File: config.mk
export PLATFORM = sky130hd
export DESIGN_NAME = led_driver_receiver_flat
export DESIGN_NICKNAME = d
export VERILOG_FILES = /design/src/rtl/led_driver_receiver_if.sv /design/src/rtl/led_driver_receiver.sv /design/src/flat_wrapper.sv
export SDC_FILE = /design/constraint.sdc
export NUM_CORES = 1
export LEC_CHECK = 0
export CAP_MARGIN = 10
export CELL_PAD_IN_SITES_DETAIL_PLACEMENT = 1
export CELL_PAD_IN_SITES_GLOBAL_PLACEMENT = 1
export CORE_MARGIN = 2
export CORE_UTILIZATION = 30
export CTS_CLUSTER_SIZE = 24
export DETAILED_ROUTE_END_ITERATION = 10
export HOLD_SLACK_MARGIN = 0.05
export PLACE_DENSITY = 0.75
export SLEW_MARGIN = 25
export SYNTH_ARGS = -nofsm -noshare
export SYNTH_HDL_FRONTEND = slang
export SYNTH_SLANG_ARGS = --single-unit
File: constraint.sdc
create_clock -name clk -period 1.8 [get_ports clk]
set_input_delay 0.36 -clock clk [delete_from_list [all_inputs] [get_ports clk]]
set_output_delay 0.36 -clock clk [all_outputs]
set_load 0.005 [all_outputs]
File: src/rtl/led_driver_receiver_if.sv
// Serial link and decoded results of one LED driver receiver.
// The master side drives SCLK/LAT/SIN, and the slave side is the receiver.
// Optional macro LED_RX_SOUT_ECHO_EN adds the SOUT daisy-chain output.
interface led_driver_receiver_if #(
   parameter int SHIFT_WIDTH = 48,
   parameter int NB_GS_WORDS = 16
);
   logic                           SCLK;
   logic                           LAT;
   logic                           SIN;
   logic [SHIFT_WIDTH-1:0]         gs_word;
   logic [$clog2(NB_GS_WORDS)-1:0] gs_index;
   logic                           gs_valid;
   logic                           latgs;
   logic [SHIFT_WIDTH-1:0]         fc_data;
   logic                           fc_valid;
   logic                           cmd_error;
`ifdef LED_RX_SOUT_ECHO_EN
   logic                           SOUT;
`endif

   modport master (
      output SCLK, LAT, SIN,
      input  gs_word, gs_index, gs_valid, latgs, fc_data, fc_valid, cmd_error
`ifdef LED_RX_SOUT_ECHO_EN
      , SOUT
`endif
   );

   modport slave (
      input  SCLK, LAT, SIN,
      output gs_word, gs_index, gs_valid, latgs, fc_data, fc_valid, cmd_error
`ifdef LED_RX_SOUT_ECHO_EN
      , SOUT
`endif
   );
endinterface

File: src/rtl/led_driver_receiver.sv
// Receiving end of the LED band serial link, modelling one LED driver chip.
// It shifts SIN on SCLK rises and counts the SCLK rises seen while LAT is high.
// On the LAT fall, it decodes that count into WRTGS/LATGS/WRTFC/FCWRTEN.
// Optional macro LED_RX_SOUT_ECHO_EN adds the SOUT echo of the shift register MSB.
module led_driver_receiver #(
   parameter int SHIFT_WIDTH   = 48,
   parameter int NB_GS_WORDS   = 16,
   parameter int LAT_CNT_WIDTH = 5
) (
   input logic                  clk,
   input logic                  rst,
   led_driver_receiver_if.slave bus
);
   localparam int IDX_W = $clog2(NB_GS_WORDS);

   localparam logic [LAT_CNT_WIDTH-1:0] CMD_NONE    = LAT_CNT_WIDTH'(0);
   localparam logic [LAT_CNT_WIDTH-1:0] CMD_WRTGS   = LAT_CNT_WIDTH'(1);
   localparam logic [LAT_CNT_WIDTH-1:0] CMD_LATGS   = LAT_CNT_WIDTH'(3);
   localparam logic [LAT_CNT_WIDTH-1:0] CMD_WRTFC   = LAT_CNT_WIDTH'(5);
   localparam logic [LAT_CNT_WIDTH-1:0] CMD_FCWRTEN = LAT_CNT_WIDTH'(15);

   typedef enum logic [1:0] {ST_IDLE, ST_COUNT, ST_DECODE} state_t;

   state_t                   state_reg, state_next;
   logic                     sclk_q_reg, lat_q_reg;
   logic                     lat_idle_reg;
   logic [SHIFT_WIDTH-1:0]   shift_data_reg;
   logic [LAT_CNT_WIDTH-1:0] lat_cnt_reg, lat_cnt_next;
   logic [SHIFT_WIDTH-1:0]   gs_word_reg, gs_word_next;
   logic [IDX_W-1:0]         gs_index_reg, gs_index_next;
   logic                     gs_valid_reg, gs_valid_next;
   logic                     latgs_reg, latgs_next;
   logic [SHIFT_WIDTH-1:0]   fc_data_reg, fc_data_next;
   logic                     fc_valid_reg, fc_valid_next;
   logic                     cmd_error_reg, cmd_error_next;
   logic                     fc_armed_reg, fc_armed_next;

   logic                     sclk_rise, lat_fall, lat_start;
   logic [LAT_CNT_WIDTH-1:0] lat_cnt_sat;

   assign sclk_rise   = bus.SCLK & ~sclk_q_reg;
   assign lat_fall    = ~bus.LAT & lat_q_reg;
   // LAT that is already high when reset releases belongs to an aborted command.
   // Such a LAT pulse is ignored until LAT has been seen low.
   assign lat_start   = bus.LAT & lat_idle_reg;
   assign lat_cnt_sat = (lat_cnt_reg == '1) ? lat_cnt_reg : lat_cnt_reg + 1'b1;

   // FSM state register
   always_ff @(posedge clk) begin
      if (rst) state_reg <= ST_IDLE;
      else     state_reg <= state_next;
   end

   // Next state, command counter, decode and index stepping
   always_comb begin
      state_next     = state_reg;
      lat_cnt_next   = lat_cnt_reg;
      gs_word_next   = gs_word_reg;
      gs_index_next  = gs_index_reg;
      gs_valid_next  = 1'b0;
      latgs_next     = 1'b0;
      fc_data_next   = fc_data_reg;
      fc_valid_next  = fc_valid_reg;
      cmd_error_next = cmd_error_reg;
      fc_armed_next  = fc_armed_reg;

      // The slot stays visible during the pulse and advances one cycle later.
      if (gs_valid_reg)
         gs_index_next = latgs_reg ? '0 : gs_index_reg + 1'b1;

      case (state_reg)
         ST_COUNT: begin
            // An SCLK rise in the LAT-fall cycle still counts toward this command.
            if (sclk_rise) lat_cnt_next = lat_cnt_sat;
            if (lat_fall)  state_next   = ST_DECODE;
         end
         default: begin
            if (lat_start) begin
               state_next   = ST_COUNT;
               lat_cnt_next = sclk_rise ? LAT_CNT_WIDTH'(1) : '0;
            end else begin
               state_next   = ST_IDLE;
            end
         end
      endcase

      if (state_reg == ST_DECODE) begin
         case (lat_cnt_reg)
            CMD_NONE: begin
            end
            CMD_WRTGS: begin
               gs_word_next  = shift_data_reg;
               gs_valid_next = 1'b1;
               fc_armed_next = 1'b0;
            end
            CMD_LATGS: begin
               gs_word_next  = shift_data_reg;
               gs_valid_next = 1'b1;
               latgs_next    = 1'b1;
               fc_armed_next = 1'b0;
            end
            CMD_WRTFC: begin
               if (fc_armed_reg) begin
                  fc_data_next  = shift_data_reg;
                  fc_valid_next = 1'b1;
               end else begin
                  cmd_error_next = 1'b1;
               end
               fc_armed_next = 1'b0;
            end
            CMD_FCWRTEN: begin
               fc_armed_next = 1'b1;
            end
            default: begin
               cmd_error_next = 1'b1;
               fc_armed_next  = 1'b0;
            end
         endcase
      end
   end

   // Edge history, shift register and registered decode results
   always_ff @(posedge clk) begin
      if (rst) begin
         sclk_q_reg     <= 1'b0;
         lat_q_reg      <= 1'b0;
         lat_idle_reg   <= 1'b0;
         shift_data_reg <= '0;
         lat_cnt_reg    <= '0;
         gs_word_reg    <= '0;
         gs_index_reg   <= '0;
         gs_valid_reg   <= 1'b0;
         latgs_reg      <= 1'b0;
         fc_data_reg    <= '0;
         fc_valid_reg   <= 1'b0;
         cmd_error_reg  <= 1'b0;
         fc_armed_reg   <= 1'b0;
      end else begin
         sclk_q_reg     <= bus.SCLK;
         lat_q_reg      <= bus.LAT;
         if (!bus.LAT) lat_idle_reg <= 1'b1;
         if (sclk_rise) shift_data_reg <= {shift_data_reg[SHIFT_WIDTH-2:0], bus.SIN};
         lat_cnt_reg    <= lat_cnt_next;
         gs_word_reg    <= gs_word_next;
         gs_index_reg   <= gs_index_next;
         gs_valid_reg   <= gs_valid_next;
         latgs_reg      <= latgs_next;
         fc_data_reg    <= fc_data_next;
         fc_valid_reg   <= fc_valid_next;
         cmd_error_reg  <= cmd_error_next;
         fc_armed_reg   <= fc_armed_next;
      end
   end

`ifdef LED_RX_SOUT_ECHO_EN
   logic sout_reg;

   // SOUT copies the MSB that the current SCLK rise produces.
   // A downstream chip therefore sees the same bit the MSB now holds.
   always_ff @(posedge clk) begin
      if (rst)            sout_reg <= 1'b0;
      else if (sclk_rise) sout_reg <= shift_data_reg[SHIFT_WIDTH-2];
   end

   assign bus.SOUT = sout_reg;
`endif

   assign bus.gs_word   = gs_word_reg;
   assign bus.gs_index  = gs_index_reg;
   assign bus.gs_valid  = gs_valid_reg;
   assign bus.latgs     = latgs_reg;
   assign bus.fc_data   = fc_data_reg;
   assign bus.fc_valid  = fc_valid_reg;
   assign bus.cmd_error = cmd_error_reg;
endmodule
File: src/flat_wrapper.sv
// flat-port wrapper written by rule: the top's interface ports become plain ports
module led_driver_receiver_flat 
#(
   parameter int SHIFT_WIDTH   = 48,
   parameter int NB_GS_WORDS   = 16,
   parameter int LAT_CNT_WIDTH = 5
)
  (clk, rst, bus_SCLK, bus_LAT, bus_SIN, bus_gs_word, bus_gs_index, bus_gs_valid, bus_latgs, bus_fc_data, bus_fc_valid, bus_cmd_error);
  led_driver_receiver_if #(.SHIFT_WIDTH(SHIFT_WIDTH), .NB_GS_WORDS(NB_GS_WORDS)) bus_i ();
  input logic clk;
  input logic rst;
  input wire logic [$bits(bus_i.SCLK)-1:0] bus_SCLK;
  input wire logic [$bits(bus_i.LAT)-1:0] bus_LAT;
  input wire logic [$bits(bus_i.SIN)-1:0] bus_SIN;
  output wire logic [$bits(bus_i.gs_word)-1:0] bus_gs_word;
  output wire logic [$bits(bus_i.gs_index)-1:0] bus_gs_index;
  output wire logic [$bits(bus_i.gs_valid)-1:0] bus_gs_valid;
  output wire logic [$bits(bus_i.latgs)-1:0] bus_latgs;
  output wire logic [$bits(bus_i.fc_data)-1:0] bus_fc_data;
  output wire logic [$bits(bus_i.fc_valid)-1:0] bus_fc_valid;
  output wire logic [$bits(bus_i.cmd_error)-1:0] bus_cmd_error;
  assign bus_i.SCLK = bus_SCLK;
  assign bus_i.LAT = bus_LAT;
  assign bus_i.SIN = bus_SIN;
  assign bus_gs_word = bus_i.gs_word;
  assign bus_gs_index = bus_i.gs_index;
  assign bus_gs_valid = bus_i.gs_valid;
  assign bus_latgs = bus_i.latgs;
  assign bus_fc_data = bus_i.fc_data;
  assign bus_fc_valid = bus_i.fc_valid;
  assign bus_cmd_error = bus_i.cmd_error;
  led_driver_receiver #(.SHIFT_WIDTH(SHIFT_WIDTH), .NB_GS_WORDS(NB_GS_WORDS), .LAT_CNT_WIDTH(LAT_CNT_WIDTH)) u_core (.clk(clk), .rst(rst), .bus(bus_i));
endmodule
==> impl_metrics.toml <==
[critical_path]
path_max_fanout = 3
required_ns = 2.15
critical_path.startpoint = "u_core.lat_cnt_reg[1]"
ff2ff_path_depth = 6
cp.arrival_ns = 2.14
cp-start-kind = "flip-flop"
r2r_start = "u_core.lat_cnt_reg[1]"
critPathKind = "reg2reg"
cp-end-kind = "flip-flop"

[cts]
numCtsBuffers = 17
ctsLongestPathBuffers = 2
tritoncts = "yes"
h-tree-depth = 4
clk_pin_slew_ns = 0.07
cts-root-buf = "clkbuf_16"
cts_hold_buf = 0
clock_latency_ns = 0.41
cts.sinks = 163

[global_route]
grt_pass1_vias = 5274
grt_pass1_wl_um = 26400
overflow = 0
grt.total_usage_pct = 16.1
grt_max_degree = 45
antenna_found_initial = 0

[detailed_routing]
postRouteAntennaNets = 0
drc = 0
drt_first_pass_iters = 4
routed_via_density = 4.68
wl_per_cell_um = 14.6
wl_um = 16100
vias = 5168
drt_iter0_drc = 205

[min_path]
min_path_type = "in2reg"
hold_start = "rst"
whs_path_depth = 2

[power_and_ir_drop]
leakagePower_nw = 2.62
peakVddDrop_mv = 0.588
power_density_nw_per_um2 = 969

[yosys]
async_flop_share_pct = 0
syn_area_sq_um = 5820
ys.flop_type = "dfxtp_1"
ys_ff_latch = 163
synth_area_leaders = "dfxtp_1 (56%), nand2_1 (19%), a21oi_1 (13%), clkbuf_1 (2.2%), ha_1 (1.3%)"
synth_top_area_share_pct = 56.0
syn_area_per_cell_sq_um = 8.04
synthTopCellsByCount = "nand2_1 (289), dfxtp_1 (163), a21oi_1 (154)"
syn_nets = 735
synth_edf_count = 0
synth_warnings = 0
synth.largest_area_cell = "dfxtp_1"
synth_most_common_cell = "nand2_1"
syn_inst = 724
ys_seq_area_share_pct = 56.0
synth_cell_types = 36

[cells_and_area]
fin_util_pct = 42.8
multi_input_area_sq_um = 2380
area.growth.synth_to_final_pct = 39.0
fin_nets = 842
final-seq-area_sq_um = 3270
design_area_sq_um = 8090
drive_above_1_share_pct = 9.95
diodes = 0
fillers = 2234

[place]
io_buffers = 108
dp_hpwl_um = 10300
postPlaceCellArea_sq_um = 7350
gp_congestion = 0.754

[sta]
setup_viol = 0
setup_tns_ns = 0
rsz0062_at_grt = "yes"
period_needed_ns = 1.79
tightest_slew_ns = 0.490
timing.final.crit_share_pct = 99.5
clock-skew-final_ns = 0.0113
hold_viol = 0
report.final.slew_viol_count = 0
maxClockFrequency_ghz = 0.559
maxSlewHeadroom_pct = 67.3

[die]
core_sq_um = 18900
die_x_um = 143
num_rows = 50
die-area_sq_um = 20500
die_height_um = 143
ios = 109
start_util_pct = 30.8

[run_status]
status = "completed"

[run]
maxCapViolCount = 0
area by class of cell:
class,instances,share of cell area (%)
flip-flops and latches,163,40.4
multi-input cells,505,29.4
inverters,6,0.278
well taps,260,4.02
repair buffers,138,17.8
clock buffers,18,5.30
clock inverters,14,2.78
cell usage in the layout (no fill, tap or decap), types with 6 or more instances in the layout:
cell type,instances
o21ai_0,6
a21oi_1,153
buf_4,18
nor2_1,9
nand2_1,289
clkbuf_16,17
buf_12,10
inv_1,6
clkdlybuf4s50_1,107
dfxtp_1,159
per-stage QoR:
step | hold slack (ns) | instances | setup slack [ns] | power (W)
after global routing | 0.398 | 1104 | -0.0322 | 0.00813
after detailed placement | 0.445 | 1071 | -0.0931 | 0.00391
after CTS | 0.383 | 1103 | 0.00654 | 0.00794
after global placement | 0.434 | 1071 | -0.0754 | 0.00391
after floorplan | 0.437 | 724 | 0.0113 | 0.00382
final | 0.407 | 1104 | 0.00986 | 0.00784
path summary, 6_finish.rpt:
kind / endpoint / slack, ns
max: u_core.lat_cnt_reg[3] / 0.01
min: u_core.bus.fc_data[30] / 0.41
max reg2reg: u_core.lat_cnt_reg[3] / 0.01
min reg2reg: u_core.bus.fc_data[30] / 0.45
kinds of logic after synthesis:
kind of cell | count (synthesis) | synth area share, %
flops | 163 | 56.0
mux | 2 | 0.344
fa+ha+maj | 6 | 1.29
buf+inv | 56 | 4.45
simple gates | 332 | 23.5
compound gates | 165 | 14.4
critical path, cell delays in order, from the launching register on:
cell and delay [ns]:
dfxtp_2 0.34, ha_2 0.19, and3_4 0.18, ha_2 0.18, or3_4 0.38, or3_4 0.34, a21oi_2 0.13
layer usage:
layer / vias up / GRT usage [%] / wire length, um
met3: 6 / 4.40 / 622
li1: 2568 / - / -
met2: 85 / 27.9 / 7830
met1: 2509 / 20.1 / 7580
met4: 0 / 3.87 / 81
met5: - / 0 / 0
timing repair:
action	CTS	global route
endpoints found under the setup margin	58	35
gates resized for setup	9	11
setup buffers	0	1
pin swaps	3	0
power by group:
group | total [W] | internal, W | switching (W)
clock network | 0.00401 | 0.00249 | 0.00152
logic | 0.000207 | 0.0000640 | 0.000143
registers | 0.00363 | 0.00362 | 0.00000914
total | 0.00784 | 0.00617 | 0.00167
Power figures use the tool's default switching activity.
